**config.mk**
```make
export PLATFORM = sky130hd
export DESIGN_NAME = mem_bus_arbiter
export DESIGN_NICKNAME = d
export VERILOG_FILES = /design/src/rtl/mem_bus_arbiter_pkg.sv /design/src/rtl/mem_bus_arbiter_rr_grant2.sv /design/src/rtl/mem_bus_arbiter.sv
export SDC_FILE = /design/constraint.sdc
export NUM_CORES = 1
export LEC_CHECK = 0
export CORE_ASPECT_RATIO = 1.75
export CORE_UTILIZATION = 41
export CTS_CLUSTER_DIAMETER = 120
export CTS_CLUSTER_SIZE = 20
export DETAILED_ROUTE_END_ITERATION = 8
export GPL_TIMING_DRIVEN = 0
export HOLD_SLACK_MARGIN = 0.03
export PLACE_DENSITY = 0.9
export SLEW_MARGIN = 15
export SYNTH_ARGS = -nofsm -noshare
export SYNTH_HDL_FRONTEND = slang
export SYNTH_SLANG_ARGS = --single-unit
export TNS_END_PERCENT = 1
```
**constraint.sdc**
```tcl
create_clock -name clk -period 2.7 [get_ports clk]
set_input_delay 0.54 -clock clk [delete_from_list [all_inputs] [get_ports clk]]
set_output_delay 0.54 -clock clk [all_outputs]
set_load 0.05 [all_outputs]
```
**src/rtl/mem_bus_arbiter_pkg.sv**
```systemverilog
// Shared constants and types for the fetch / load-store memory bus arbiter.
package mem_bus_arbiter_pkg;

    localparam int          RegBusWidth = 32;
    localparam logic [31:0] ZeroWord    = 32'h0000_0000;
    localparam logic        RstEnable   = 1'b1;
    localparam logic        WriteEnable = 1'b1;
    localparam logic        ChipEnable  = 1'b1;
    localparam logic [3:0]  FetchSel    = 4'b1111;

    typedef enum logic [1:0] {
        ST_IDLE = 2'd0,
        ST_BUSY = 2'd1,
        ST_DONE = 2'd2
    } arb_state_t;

    typedef enum logic {
        OWN_IF  = 1'b0,
        OWN_MEM = 1'b1
    } owner_t;

    typedef struct packed {
        logic [RegBusWidth-1:0] addr;
        logic [RegBusWidth-1:0] data;
        logic [3:0]             sel;
        logic                   we;
    } bus_cmd_t;

    // The fetch port is a full-word, read-only requester.
    function automatic bus_cmd_t fetch_cmd(input logic [RegBusWidth-1:0] addr);
        bus_cmd_t c;
        c.addr = addr;
        c.data = ZeroWord;
        c.sel  = FetchSel;
        c.we   = ~WriteEnable;
        return c;
    endfunction

endpackage

```
**src/rtl/mem_bus_arbiter_rr_grant2.sv**
```systemverilog
// Two-requester round-robin picker: on a tie the requester that did not own the bus last wins.
// Latency: combinational.
// Backpressure: none; the caller decides when the grant is consumed.
module rr_grant2
    import mem_bus_arbiter_pkg::*;
(
    input  logic req_if,
    input  logic req_mem,
    input  logic last_owner,
    output logic gnt_vld,
    output logic gnt_mem
);

    assign gnt_vld = req_if | req_mem;
    assign gnt_mem = req_mem & (~req_if | (last_owner == OWN_IF));

endmodule

```
**src/rtl/mem_bus_arbiter.sv**
```systemverilog
// Shares one single-word memory bus between instruction fetch and the MEM-stage load/store port.
// Latency: request N -> strobe N+1; bus ack M -> port ack M+1; watchdog ends a hung cycle with err.
// Backpressure: requesters hold req until ack; stallreq stays high while a request is unanswered.
module mem_bus_arbiter
    import mem_bus_arbiter_pkg::*;
#(
    parameter int TIMEOUT = 255
)
(
    input  logic                   clk,
    input  logic                   rst,
    input  logic                   if_req_i,
    input  logic                   mem_req_i,
    input  logic [RegBusWidth-1:0] if_addr_i,
    input  logic [RegBusWidth-1:0] mem_addr_i,
    input  logic                   mem_we_i,
    input  logic [3:0]             mem_sel_i,
    input  logic [RegBusWidth-1:0] mem_data_i,
    input  logic                   flush_i,
    output logic                   if_ack_o,
    output logic                   mem_ack_o,
    output logic [RegBusWidth-1:0] if_data_o,
    output logic [RegBusWidth-1:0] mem_data_o,
    output logic                   err_o,
    output logic                   stallreq_if_o,
    output logic                   stallreq_mem_o,
    output logic                   bus_stb_o,
    output logic                   bus_we_o,
    output logic [RegBusWidth-1:0] bus_addr_o,
    output logic [RegBusWidth-1:0] bus_data_o,
    output logic [3:0]             bus_sel_o,
    input  logic [RegBusWidth-1:0] bus_data_i,
    input  logic                   bus_ack_i
);

    arb_state_t             state_q;
    arb_state_t             state_d;
    owner_t                 owner_q;
    owner_t                 last_owner_q;
    logic [7:0]             wd_q;
    logic                   err_q;
    logic                   if_kill_q;
    logic [RegBusWidth-1:0] rdata_q;
    logic                   gnt_vld;
    logic                   gnt_mem;
    logic                   timeout_hit;
    bus_cmd_t               gnt_cmd;

    rr_grant2 u_rr_grant2 (
        .req_if     (if_req_i),
        .req_mem    (mem_req_i),
        .last_owner (last_owner_q),
        .gnt_vld    (gnt_vld),
        .gnt_mem    (gnt_mem)
    );

    assign timeout_hit = (wd_q == 8'(TIMEOUT));

    always_comb begin
        gnt_cmd = fetch_cmd(if_addr_i);
        if (gnt_mem) begin
            gnt_cmd.addr = mem_addr_i;
            gnt_cmd.data = mem_data_i;
            gnt_cmd.sel  = mem_sel_i;
            gnt_cmd.we   = mem_we_i;
        end
    end

    always_ff @(posedge clk) begin
        if (rst == RstEnable) begin
            state_q <= ST_IDLE;
        end else begin
            state_q <= state_d;
        end
    end

    always_comb begin
        state_d = state_q;
        case (state_q)
            ST_IDLE: if (gnt_vld) state_d = ST_BUSY;
            ST_BUSY: if (bus_ack_i || timeout_hit) state_d = ST_DONE;
            ST_DONE: state_d = ST_IDLE;
            default: state_d = ST_IDLE;
        endcase
    end

    always_comb begin
        if_ack_o  = 1'b0;
        mem_ack_o = 1'b0;
        if (state_q == ST_DONE) begin
            if_ack_o  = (owner_q == OWN_IF) && !if_kill_q;
            mem_ack_o = (owner_q == OWN_MEM);
        end
    end

    assign err_o          = err_q & (if_ack_o | mem_ack_o);
    assign stallreq_if_o  = if_req_i & ~if_ack_o;
    assign stallreq_mem_o = mem_req_i & ~mem_ack_o;
    assign if_data_o      = rdata_q;
    assign mem_data_o     = rdata_q;

    always_ff @(posedge clk) begin
        if (rst == RstEnable) begin
            owner_q      <= OWN_IF;
            last_owner_q <= OWN_IF;
            wd_q         <= 8'd0;
            err_q        <= 1'b0;
            if_kill_q    <= 1'b0;
            rdata_q      <= ZeroWord;
            bus_stb_o    <= 1'b0;
            bus_we_o     <= 1'b0;
            bus_addr_o   <= ZeroWord;
            bus_data_o   <= ZeroWord;
            bus_sel_o    <= 4'b0000;
        end else begin
            case (state_q)
                ST_IDLE: begin
                    if (gnt_vld) begin
                        owner_q    <= gnt_mem ? OWN_MEM : OWN_IF;
                        bus_addr_o <= gnt_cmd.addr;
                        bus_data_o <= gnt_cmd.data;
                        bus_sel_o  <= gnt_cmd.sel;
                        bus_we_o   <= gnt_cmd.we;
                        bus_stb_o  <= ChipEnable;
                        wd_q       <= 8'd0;
                        err_q      <= 1'b0;
                        // A flush in the grant cycle already invalidates this fetch.
                        if_kill_q  <= flush_i && !gnt_mem;
                    end
                end
                ST_BUSY: begin
                    if (flush_i && owner_q == OWN_IF) begin
                        if_kill_q <= 1'b1;
                    end
                    if (bus_ack_i) begin
                        rdata_q   <= (bus_we_o == WriteEnable) ? ZeroWord : bus_data_i;
                        bus_stb_o <= 1'b0;
                    end else if (timeout_hit) begin
                        rdata_q   <= ZeroWord;
                        err_q     <= 1'b1;
                        bus_stb_o <= 1'b0;
                    end else begin
                        wd_q <= wd_q + 8'd1;
                    end
                end
                ST_DONE: begin
                    last_owner_q <= owner_q;
                    if_kill_q    <= 1'b0;
                end
                default: ;
            endcase
        end
    end

endmodule

```
==> results of run 1 <==
worst max-delay path by stage:
stage / from / cells after the start / slack (ns) / to
floorplan: state_q[0]$_SDFFE_PP0P_ / 4 / 0.33 / err_o
global placement: if_req_i / 3 / 0.007 / stallreq_if_o
detailed placement: if_req_i / 3 / 0.001 / stallreq_if_o
CTS: state_q[0]$_SDFFE_PP0P_ / 5 / 0.12 / err_o
global route: state_q[0]$_SDFFE_PP0P_ / 5 / 0.02 / stallreq_if_o
finish: state_q[0]$_SDFFE_PP0P_ / 5 / 0.16 / stallreq_if_o
per-layer routing:
metal | vias up | global-route usage (%) | wire length (um)
met5 | - | 0 | 0
met4 | 0 | 17.0 | 774
met3 | 46 | 8.68 | 1390
met2 | 288 | 50.0 | 8520
met1 | 2284 | 24.7 | 5290
li1 | 2319 | - | -
final cells by class:
cell class                      instances  share of cell area [%]
Sequential cell                       116                    28.1
Clock inverter                         14                    1.97
Clock buffer                           17                    5.15
Multi-Input combinational cell        294                    24.1
Tap cell                              132                    2.00
Buffer                                 70                    5.02
Timing Repair Buffer                  277                    33.5
Inverter                                5                   0.227
cells in the final DEF, fill, tap and decap left out, types with 4 or more instances in the layout:
| cell | count |
|---|---|
| clkdlybuf4s50_1 | 272 |
| dfxtp_1 | 116 |
| nor2_1 | 78 |
| buf_4 | 35 |
| a211oi_1 | 34 |
| mux2i_1 | 33 |
| a22oi_1 | 33 |
| a22o_1 | 32 |
| clkbuf_1 | 22 |
| clkbuf_16 | 17 |
| a21oi_1 | 12 |
| nand2_1 | 10 |
| buf_2 | 10 |
| nor3_1 | 9 |
| nand2b_1 | 6 |
| ha_1 | 6 |
| inv_1 | 5 |
| clkinv_2 | 5 |
| a31oi_1 | 4 |
| clkinvlp_4 | 4 |
| dlygate4sd2_1 | 4 |
logic make-up (layout without fill, tap and decap cells):
kind of cell             after synthesis  after routing
AND/OR/NAND/NOR                      120            120
adder cells (fa/ha/maj)                6              6
multiplexers                          33             33
flip-flops                           116            116
AO/OA/AOI/OAI                        135            135
buffers and inverters                 75            383
repair_timing:
item | 4_1_cts | 5_1_grt
resized for setup | 5 | 2
setup endpoints to repair | 5 | 1
gates cloned | 0 | 0
metrics by stage:
| stage | total power [mW] | instance area (um2) | setup WS (ns) | util, % | cells |
|---|---|---|---|---|---|
| floorplan | 3.59 | 4740 | 0.330 | - | 485 |
| global placement | 4.41 | 7680 | 0.00677 | 68.8 | 894 |
| detailed placement | 4.47 | 7680 | 0.00115 | 68.8 | 894 |
| CTS | 6.71 | 8260 | 0.118 | 74.0 | 925 |
| global route | 6.95 | 8260 | 0.0183 | 73.9 | 925 |
| finish | 6.67 | 8260 | 0.164 | 73.9 | 925 |
flip-flops by register name (all words and copies together) (netlist names):
name          flops
bus_addr_o       32
bus_sel_o         4
owner_q           1
last_owner_q      1
state_q           2
wd_q              8
bus_we_o          1
if_data_o        32
err_q             1
bus_data_o       32
if_kill_q         1
bus_stb_o         1
power by group:
part	internal, mW	switching [mW]	leakage (nW)
clock	1.44	0.783	0.281
sequential	1.93	0.150	0.952
combinational	0.880	1.48	2.03
total	4.25	2.42	3.27
critical path, stage by stage, from the launching register on:
cell and delay [ns]:
dfxtp_1 0.37, inv_1 0.10, ha_1 0.23, nor3b_2 0.18, nor2b_1 0.14, dlygate4sd2_1 0.57
==> impl_metrics.tcl, run 1 <==
set metrics [dict create \
    run_status "completed" \
    end_kind "output port" \
    drc 0 \
    die_w_um 83.3 \
    fillCellCount 802 \
    wirelength_mm 16.0 \
    synthArstFlopShare_pct 0 \
    grtUsageTotal_pct 26.7 \
    grt_pass1_vias 5104 \
    rsz0062_at_grt "false" \
    clk_pin_slew_ns 0.06 \
    cts_hold_buf 0 \
    vdd_drop_max_mv 0.500 \
    cts_tree "done" \
    wl_per_cell_um 17.3 \
    area_growth_pct 74.3 \
    worstSetupPathType "register to output port" \
    fin_crit_sh_pct 93.9 \
    vias 4937 \
    min_from "bus_sel_o[1]$_SDFFE_PP0P_" \
    slew_violations 0 \
    hold-path-endpoint "bus_sel_o[1]$_SDFFE_PP0P_" \
    skew_ns 0.00683 \
    cts.htree.levels 4 \
    coreArea_um2 11200 \
    drive_gt1_share_pct 10.6 \
    synthFlopType "dfxtp_1" \
    synth_cell_types 42 \
    syn_area_um2 4740 \
    ys_seq_elements 116 \
    ys_top_cells_by_area "dfxtp_1 49%, mux2i_1 7.0%, nor2_1 6.2%" \
    tns_ns 0 \
    vias_per_cell 5.34 \
    fin_crit_ns 2.54 \
    grt_pass1_wl_mm 25.1 \
    max_freq_mhz 394 \
    tightest_slew_ns 0.725 \
    clock_sinks 116 \
    first_pass_iters 5 \
    n_antenna_cell 0 \
    synth_top_family_by_area "compound AO/OA/AOI/OAI gates" \
    critPathLaunchType "register" \
    grt_max_degree 17 \
    cts_made_buffers 17 \
    timing.rr.start "state_q[1]$_SDFFE_PP0P_" \
    cp.arrival_ns 2.00 \
    chipHeight_um 144 \
    slew_headroom_pct 51.3 \
    multi_input_area_um2 1990 \
    p_leak_nw 3.27 \
    yosysWarnings 0 \
    syn_avg_cell_area_um2 9.77 \
    clock_latency_ns 0.40 \
    port_buffers 277 \
    p_per_area_nw_per_um2 808 \
    synth-simple-area-share_pct 11.2 \
    syn_nets 630 \
    initial_utilization_pct 42.4 \
    synth_compound_area_share_pct 22.1 \
    gp_congestion 0.881 \
    clockRootBuffer "clkbuf_16" \
    synth_xor_area_share_pct 0 \
    synth_most_common_cell "dfxtp_1" \
    rows 51 \
    post-cts-setup-buffers 0 \
    worstHoldPathType "register to register" \
    dp_hpwl_mm 12.6 \
    cp.required_ns 2.16 \
    ys_seq_area_share_pct 49.0 \
    holdPathStages 2 \
    synth_common_cells "116 x dfxtp_1, 78 x nor2_1, 35 x buf_4, 34 x a211oi_1" \
    final_antenna_net_count 0 \
    reg2reg_slack_ns 0.54 \
    clockBufferDepth 2 \
    yosys.area.top_type_share_pct 49.0 \
    synth_edf_count 0 \
    finalSetupViolCount 0 \
    r2r_cells 7 \
    seqCellArea_um2 2320 \
    drv_cap 0 \
    synth_fa_ha_area_share_pct 1.58 \
    io_pins 278 \
    syn-instance-count 485 \
    grt_antenna_before_repair 0 \
    drtIter0Drc 194 \
    grt_overflow 0 \
    whs_ns 0.495 \
    hold_viol 0 \
    nNetsFinal 926 \
    dieArea_um2 12000 \
    synth_top_area_cell "dfxtp_1" \
    worstPathMaxFanout 4 \
    synthMuxAreaShare_pct 6.97 \
    reg2reg_to "bus_addr_o[15]$_SDFFE_PP0P_" \
]
Note: power is estimated with default switching activity, not from simulation.
==> run 2, diff against run 1 <==
Settings changed: SLEW_MARGIN 15 to default.
==> results of run 2 <==
The final DEF is identical to that of run 1; final timing and power are the same.
